==> config.mk <==
export PLATFORM = sky130hd
export DESIGN_NAME = ddr3_pg_arb
export DESIGN_NICKNAME = d
export VERILOG_FILES = /design/src/rtl/ddr3_pg_arb_pkg.sv /design/src/rtl/ddr3_pg_arb_rr_prio_sel.sv /design/src/rtl/ddr3_pg_arb.sv
export SDC_FILE = /design/constraint.sdc
export NUM_CORES = 1
export LEC_CHECK = 0
export CELL_PAD_IN_SITES_DETAIL_PLACEMENT = 1
export CELL_PAD_IN_SITES_GLOBAL_PLACEMENT = 1
export CORE_UTILIZATION = 36
export DETAILED_ROUTE_END_ITERATION = 6
export GPL_ROUTABILITY_DRIVEN = 0
export PLACE_DENSITY_LB_ADDON = 0.05
export SLEW_MARGIN = 10
export SYNTH_ARGS = -nofsm -noshare
export SYNTH_HDL_FRONTEND = slang
export SYNTH_SLANG_ARGS = --single-unit
==> constraint.sdc <==
create_clock -name clk -period 3.25 [get_ports clk]
set_input_delay 0.8125 -clock clk [delete_from_list [all_inputs] [get_ports clk]]
set_output_delay 0.8125 -clock clk [all_outputs]
set_load 0.01 [all_outputs]
==> src/rtl/ddr3_pg_arb_pkg.sv <==
// ddr3_pg_arb shared definitions
// state encoding, page op codes, default address width
`timescale 1ns/1ps
package ddr3_pg_arb_pkg;

  localparam logic [2:0] ST_IDLE    = 3'd0;
  localparam logic [2:0] ST_ISSUE   = 3'd1;
  localparam logic [2:0] ST_ENG_REL = 3'd2;
  localparam logic [2:0] ST_ACK     = 3'd3;
  localparam logic [2:0] ST_RELEASE = 3'd4;

  typedef enum logic [2:0] {
    S_IDLE    = ST_IDLE,
    S_ISSUE   = ST_ISSUE,
    S_ENG_REL = ST_ENG_REL,
    S_ACK     = ST_ACK,
    S_RELEASE = ST_RELEASE
  } arb_state_t;

  localparam logic L_PG_OP_WRITE = 1'b0;
  localparam logic L_PG_OP_READ  = 1'b1;

  localparam int P_ADDR_WIDTH_DEF = 28;

endpackage

==> src/rtl/ddr3_pg_arb_rr_prio_sel.sv <==
// rr_prio_sel: first set request bit at or above ptr,
// wrapping modulo N_REQ
`timescale 1ns/1ps
module rr_prio_sel #(
  parameter int N_REQ = 2
) (
  input  logic [N_REQ-1:0] req,
  input  logic [2:0]       ptr,
  output logic             found,
  output logic [2:0]       idx
);

  logic [2*N_REQ-1:0] dbl;
  logic [2*N_REQ-1:0] rot;
  logic [3:0]         s;

  assign dbl = {req, req};
  assign rot = dbl >> ptr;

  // walk from the top so the lowest rotated hit wins
  always_comb begin
    found = 1'b0;
    s     = '0;
    for (int k = N_REQ - 1; k >= 0; k--) begin
      if (rot[k]) begin
        found = 1'b1;
        s     = {1'b0, ptr} + 4'(k);
      end
    end
    if (s >= 4'(N_REQ)) s = s - 4'(N_REQ);
    idx = s[2:0];
  end

endmodule

==> src/rtl/ddr3_pg_arb.sv <==
// ddr3_pg_arb: round-robin share of the DDR3 page engine
// with per-transfer watchdog and completed-transfer count
`timescale 1ns/1ps
module ddr3_pg_arb
  import ddr3_pg_arb_pkg::*;
#(
  parameter int N_REQ        = 2,
  parameter int P_ADDR_WIDTH = P_ADDR_WIDTH_DEF,
  parameter int P_TO_WIDTH   = 16
) (
  input  logic                          clk,
  input  logic                          rst_n,
  input  logic                          en,
  input  logic [N_REQ-1:0]              req,
  input  logic [N_REQ-1:0]              optype,
  input  logic [N_REQ*P_ADDR_WIDTH-1:0] addr,
  output logic [N_REQ-1:0]              ack,
  output logic                          xfer_req,
  output logic                          xfer_optype,
  output logic [P_ADDR_WIDTH-1:0]       xfer_addr,
  input  logic                          xfer_ack,
  output logic [2:0]                    grant_idx,
  output logic                          busy,
  input  logic [P_TO_WIDTH-1:0]         to_limit,
  output logic                          to_err,
  input  logic                          err_clr,
  output logic [31:0]                   n_xfers
);

  arb_state_t             state;
  logic [2:0]             ptr;
  logic [P_TO_WIDTH-1:0]  wd_cnt;
  logic [P_TO_WIDTH-1:0]  wd_nxt;
  logic                   found;
  logic [2:0]             sel_idx;
  logic                   sel_op;
  logic [P_ADDR_WIDTH-1:0] sel_addr;
  logic                   req_g;
  logic [N_REQ-1:0]       ack_g;
  logic [2:0]             ptr_nxt;

  rr_prio_sel #(.N_REQ(N_REQ)) u_sel (
    .req   (req),
    .ptr   (ptr),
    .found (found),
    .idx   (sel_idx)
  );

  always_comb begin
    sel_op   = 1'b0;
    sel_addr = '0;
    req_g    = 1'b0;
    ack_g    = '0;
    for (int i = 0; i < N_REQ; i++) begin
      if (sel_idx == 3'(i)) begin
        sel_op   = optype[i];
        sel_addr = addr[i*P_ADDR_WIDTH +: P_ADDR_WIDTH];
      end
      if (grant_idx == 3'(i)) begin
        req_g    = req[i];
        ack_g[i] = 1'b1;
      end
    end
  end

  assign ptr_nxt = (grant_idx == 3'(N_REQ - 1)) ? 3'd0
                                                 : grant_idx + 3'd1;
  assign wd_nxt  = (wd_cnt == '1) ? wd_cnt : wd_cnt + 1'b1;

  always_ff @(posedge clk or negedge rst_n) begin
    if (!rst_n) begin
      state       <= S_IDLE;
      ptr         <= '0;
      wd_cnt      <= '0;
      ack         <= '0;
      xfer_req    <= 1'b0;
      xfer_optype <= L_PG_OP_WRITE;
      xfer_addr   <= '0;
      grant_idx   <= '0;
      busy        <= 1'b0;
      to_err      <= 1'b0;
      n_xfers     <= '0;
    end else begin
      // a new watchdog hit below overrides the clear
      if (err_clr) to_err <= 1'b0;
      unique case (state)
        S_IDLE: begin
          if (en && found) begin
            grant_idx   <= sel_idx;
            xfer_optype <= sel_op;
            xfer_addr   <= sel_addr;
            xfer_req    <= 1'b1;
            busy        <= 1'b1;
            wd_cnt      <= '0;
            state       <= S_ISSUE;
          end
        end
        S_ISSUE: begin
          wd_cnt <= wd_nxt;
          if (to_limit != '0 && wd_nxt >= to_limit) to_err <= 1'b1;
          if (xfer_ack) begin
            xfer_req <= 1'b0;
            state    <= S_ENG_REL;
          end
        end
        S_ENG_REL: begin
          if (!xfer_ack) begin
            ack     <= ack_g;
            n_xfers <= n_xfers + 32'd1;
            state   <= S_ACK;
          end
        end
        S_ACK: begin
          if (!req_g) begin
            ack   <= '0;
            state <= S_RELEASE;
          end
        end
        S_RELEASE: begin
          ptr   <= ptr_nxt;
          busy  <= 1'b0;
          state <= S_IDLE;
        end
        default: state <= S_IDLE;
      endcase
    end
  end

endmodule

Word-level counts from Yosys, hierarchy flattened
Cells that the tools add are included.
Widths: inputs -> output; s select.
{"block": "totals", "regBits": 91, "in_bits": 81, "output_inout_bits": 69, "wordCells": 79}
{"block": "classes", "add_sub_neg": 5, "magnitude_cmp": 2, "eq_ne": 11, "n_shift": 1, "mux": 32, "bitwise_logic": 1, "reduce_logical": 16}
{"operator": "$mux 28", "count": 2}
{"operator": "$add 32x1->32 const B", "count": 1}
{"operator": "$mux 16", "count": 2}
{"operator": "$pmux 16 s2", "count": 1}
{"operator": "$mux 3", "count": 6}
{"operator": "$add 16x1->16 const B", "count": 1}
{"operator": "$eq 16x16->1 const B", "count": 1}
{"operator": "$ge 16x16->1", "count": 1}
{"operator": "$reduce_bool 16->1", "count": 1}
{"operator": "$mux 1", "count": 13}
{"operator": "$pmux 3 s4", "count": 1}
{"operator": "$eq 3x1->1 const B", "count": 3}
{"operator": "$logic_not 3->1", "count": 3}
{"operator": "$mux 4", "count": 2}
{"operator": "$ne 2x2->1 const B", "count": 4}
{"operator": "$reduce_and 2->1", "count": 4}
{"operator": "$eq 3x2->1 const B", "count": 2}
{"operator": "$reduce_and 3->1", "count": 2}
{"operator": "$reduce_bool 2->1", "count": 3}
{"operator": "$add 3x1->4 const B", "count": 1}
{"operator": "$ge 4x2->1 const B", "count": 1}
{"operator": "$mux 2", "count": 2}
{"operator": "$pmux 1 s2", "count": 2}
{"operator": "$pmux 2 s2", "count": 1}
{"operator": "7 further kinds", "count": 8}

Longest topological paths before layout
{"block": "logic_depth", "depth_word": 8, "ltp_mapped": 13, "ltp_nobuf": 12}

Cells and area by module
Synthesis repeated with hierarchy kept, for this count alone.
{"block": "unflattened", "hier_cells": 509, "area_unflattened_um2": 4903.5}
{"module": "ddr3_pg_arb", "n_inst": 1, "cells_per_inst": 498, "area_per_inst_um2": 4808.4}
{"module": "rr_prio_sel", "n_inst": 1, "cells_per_inst": 11, "area_per_inst_um2": 95.1}

Worst setup path after synthesis
OpenSTA, ideal clock, no wires.
{"block": "synth_path", "path_type": "register -> register", "start": "register wd_cnt[0]", "end": "register to_err", "arrival_ns": 2.644, "path_slack_ns": 0.482, "stages_incl_launch_ff": 14, "synth_period_minus_slack_ns": 2.768, "cell_sequence": "dfrtp_1 -> ha_1 -> inv_1 -> or3_1 -> buf_2 -> nor2_2 -> nand3_1 -> xnor2_1 -> ha_1 -> a21o_1 -> a221oi_1 -> nand2_1 -> o21ai_0 -> o21bai_1"}
{"block": "synth_via", "elab_chain_len": 6, "elab_cells_between_ends": 7}
{"element": "start, declared", "line_no": "ddr3_pg_arb.sv:32", "source": "logic [P_TO_WIDTH-1:0] wd_cnt;"}
{"element": "start signal, assigned", "line_no": "ddr3_pg_arb.sv:99", "source": "wd_cnt <= wd_nxt;"}
{"element": "$add 16x1->16 or $eq 16x16->1 (tied branches)", "line_no": "ddr3_pg_arb.sv:68", "source": "assign wd_nxt = (wd_cnt == '1) ? wd_cnt : wd_cnt + 1'b1;"}
{"element": "$mux 16 *", "line_no": "ddr3_pg_arb.sv:68"}
{"element": "$ge 16x16->1 *", "line_no": "ddr3_pg_arb.sv:100", "source": "if (to_limit != '0 && wd_nxt >= to_limit) to_err <= 1'b1;"}
{"element": "$logic_and 1x1->1 *", "line_no": "ddr3_pg_arb.sv:100"}
{"element": "$mux 1 *", "line_no": "ddr3_pg_arb.sv:100"}
{"element": "$mux 1 *", "line_no": "ddr3_pg_arb.sv:86", "source": "unique case (state)"}
{"element": "end signal, assigned", "line_no": "ddr3_pg_arb.sv:81", "source": "to_err <= 1'b0;"}
{"element": "end signal, assigned", "line_no": "ddr3_pg_arb.sv:85", "source": "if (err_clr) to_err <= 1'b0;"}
{"element": "end signal, assigned", "line_no": "ddr3_pg_arb.sv:100"}
{"element": "end, declared", "line_no": "ddr3_pg_arb.sv:25", "source": "output logic to_err,"}
Every way passes the cells marked *; elsewhere a longest branch is shown, timed or not.
A chain may end at the register's enable or synchronous reset.

Worst setup path in the final report
Same ends and word-level chain as after synthesis.

==> results.md <==
- Status: completed
- DRC: 0
- Fin cells: around 850
- Layout area overhead: 41.0%
- Max FO, Critical Path: 8
- Pin count of the biggest net entering global routing: 47
- CP arrival: 3240 ps
- LEAKAGE: roughly 3.1 nW
- Critical path required time: about 3500 ps
- Final Routed Wirelength: approximately 14,000 um
- Simple-gate share of the synthesized area: between 10% and 20%
- CP delay by family, top: simple AND/OR/NAND/NOR gates
- Most used cell, CP: ha_1
- Clock latency on the worst-skew pair: approximately 350 ps
- Critical path buffer and inverter count: 1
- Setup Skew: between 9 and 10 ps
- Mapped cell area: between 4000 and 5000 um2
- Least-Margin Pin Slew: ~630 ps
- Cell count after synthesis: roughly 520
- Min Tclk post-route: around 3000 ps
- Critical path's largest stage delay: about 470 ps
- Register clock-pin slew on the reported worst setup and hold paths: about 70 ps
- Fmax: 0.333 GHz
- Final nets: between 700 and 800
- Vias: about 4,500
- Max cap viols: 0
- Yosys top cell area share: between 40% and 50%
- Final Setup Violations: 0
- Count of different cell masters after synthesis: 58
- First-pass GRT wire length: around 24,000 um
- Commonest cells after routing, fill and taps aside: clkdlybuf4s50_1 (148), dfrtp_1 (91), nand2_1 (75)
- Final critical-path share of the clock period: slightly above 90%
- Final ANT Viol Nets: 0
- Unrepaired setup endpoints after global routing: no
- Post-CTS sizing: 0
- FFs w/ async S/R, synth: 100%
- Io pins: 150
- H-tree depth: 3
- Initial Util: 37.2%
- # diodes: 0
- Die ar.: about 14,000 um2
- Fraction of layout cells with a size suffix above 1: under 10%
- Detail Placement HPWL: 10,700 um
- Fin Setup TNS: 0 ps
- Primary FF master, synth: dfrtp_1
- CTS buffer count: 9
- Mean Syn Cell Area: ~9.6 um2
- Tot Pwr: about 4.6 mW
- Placed Area: 6710 um2
- Critical path class: reg2reg
- Pwr dens: between 600 and 700 nW/um2
- CTS Buffer Depth: 2
- Post-synthesis adder-cell area fraction: 4.77%
- Mux share of post-synthesis cell area: approximately 1.7%
- Antenna violations before repair: 0
- GRT Total Usage: about a fifth
- CTS tree: done
- Wirelength per Cell: around 17 um
- Vias in the first global route: 4,776
- Post-synth net total: between 600 and 700
- Commonest non-fill, non-tap cell in the layout: clkdlybuf4s50_1
- Startpoint type of the worst setup path: register
- Worst slew margin: between 50% and 60%
- First-pass DRT Iterations: 4
- Placed Instances: ~830
- Setup Fix Bufs, Post-CTS: 0
- Design Area, Final: between 7000 and 8000 um2
- Starting DRT DRC Count: roughly 170
- Die height: around 120 um
- Maximum vdd drop: ~320 uV
- Vias per inst: 5.25
- Clock Tree Root: clkbuf_16
- CTS sink cnt: between 90 and 100
- Area contributors post-synth: dfrtp_1 (46%), nand2_1 (5.6%), xnor2_1 (5.3%)
- I/O Buffers: approximately 150
- Yosys reg bits: between 90 and 100
- CP endpoint kind: register
- Yosys warns: 0
- Compound-gate portion of the synthesized area: approximately 17%
- Yosys top cell by area: dfrtp_1
- Crit-path cells: ha_1 > inv_1 > or3_4 > nor2_2 > nand3_1 > xnor2_1 > ha_1 > a21o_1 > a221oi_1 > nand2_1 > o21ai_0 > o21bai_1
- Pins Over Slew Limit: 0
- Die width: around 120 um
- Total grt overflow: 0
- Hold Vio Cnt, Final: 0
- Seq/Total Area, Yosys: around 46%
- Num rows: 42
- Post-synth EDFFs: 0
- Final core utilization: 52.5%
- Hold Crit Class: in2async
- Post-Synth XOR/XNOR Area: 7.38%
- Post-CTS Hold Fix Bufs: 0
- Core area: 13,400 um2
- Slowest cell on crit path: or3_4
- Largest family of logic cells by synthesized area: simple AND/OR/NAND/NOR gates
==> cell usage after synthesis, types with 2 or more instances <==
cell	number
nor2_1	23
nand4_1	10
a21o_1	3
o211ai_1	3
nor3_1	8
a21oi_1	17
nor2b_1	5
and2_1	2
buf_1	2
o2111ai_1	4
inv_1	23
ha_1	19
or3_1	5
clkbuf_1	17
xnor2_1	30
dfrtp_1	91
mux2i_1	3
o21ai_0	43
and4_1	5
a22o_1	3
nand2b_1	3
mux2_2	5
buf_2	5
nor4_1	5
a211oi_1	3
o21ba_2	3
nand3_1	15
o21a_1	2
xor2_1	12
o31ai_1	3
a31oi_1	5
and3_1	14
a311oi_1	2
o22ai_1	2
nor2_2	2
a22oi_1	29
nand2_1	75
==> where the power goes <==
part	leakage, nW	total, mW	switching (mW)	internal [mW]
Combinational	1.74	1.79	0.911	0.877
Sequential	1.21	1.72	0.306	1.42
Clock	0.156	1.12	0.496	0.620
==> final timing paths <==
check                           slack, ps     startpoint  cells after the start       endpoint
worst max-delay path                  250      wd_cnt[0]                     12         to_err
worst min-delay path                  480          rst_n                      1      wd_cnt[5]
worst max register to register        250      wd_cnt[0]                     12         to_err
worst min register to register        480  xfer_addr[20]                      2  xfer_addr[20]
max in group asynchronous            2110          rst_n                      2   grant_idx[2]
min in group clk                      480  xfer_addr[20]                      2  xfer_addr[20]
==> sequential cells by signal, summed over array words and instances, names as in the netlist <==
signal and cells:
busy 1, n_xfers 32, ack 2, to_err 1
xfer_req 1, ptr 3, wd_cnt 16, state 3
xfer_addr 28, xfer_optype 1, grant_idx 3
==> kinds of logic after synthesis <==
logic type,after synthesis
compound gates,131
fa+ha+maj,19
flops,91
buf+inv,47
simple gates,184
mux,8
xor+xnor,42
==> through the flow <==
step | worst slack, ps | hold slack [ps]
2_1_floorplan | 482 | 484
3_3_place_gp | 268 | 459
3_5_place_dp | 120 | 470
4_1_cts | 117 | 486
5_1_grt | 37.3 | 508
6_report | 251 | 477
==> area by class of cell <==
class | count | area, um2
clock buffer | 9 | 225
clock inverter | 7 | 90.1
fill | 1559 | 6370
inverter | 23 | 86.3
multi-input combinational | 384 | 2550
sequential | 91 | 2280
tap | 176 | 220
timing repair buffer | 158 | 1580
==> metal layers <==
metal  wire length (um)  track usage, %  vias to the layer above
met5                  0               0                        -
met4                180            6.17                        0
met1               5970            24.4                     2156
met2               6820            35.5                      118
met3               1120            7.27                       15
li1                   -               -                     2166
Note: power is estimated with default switching activity, not from simulation.
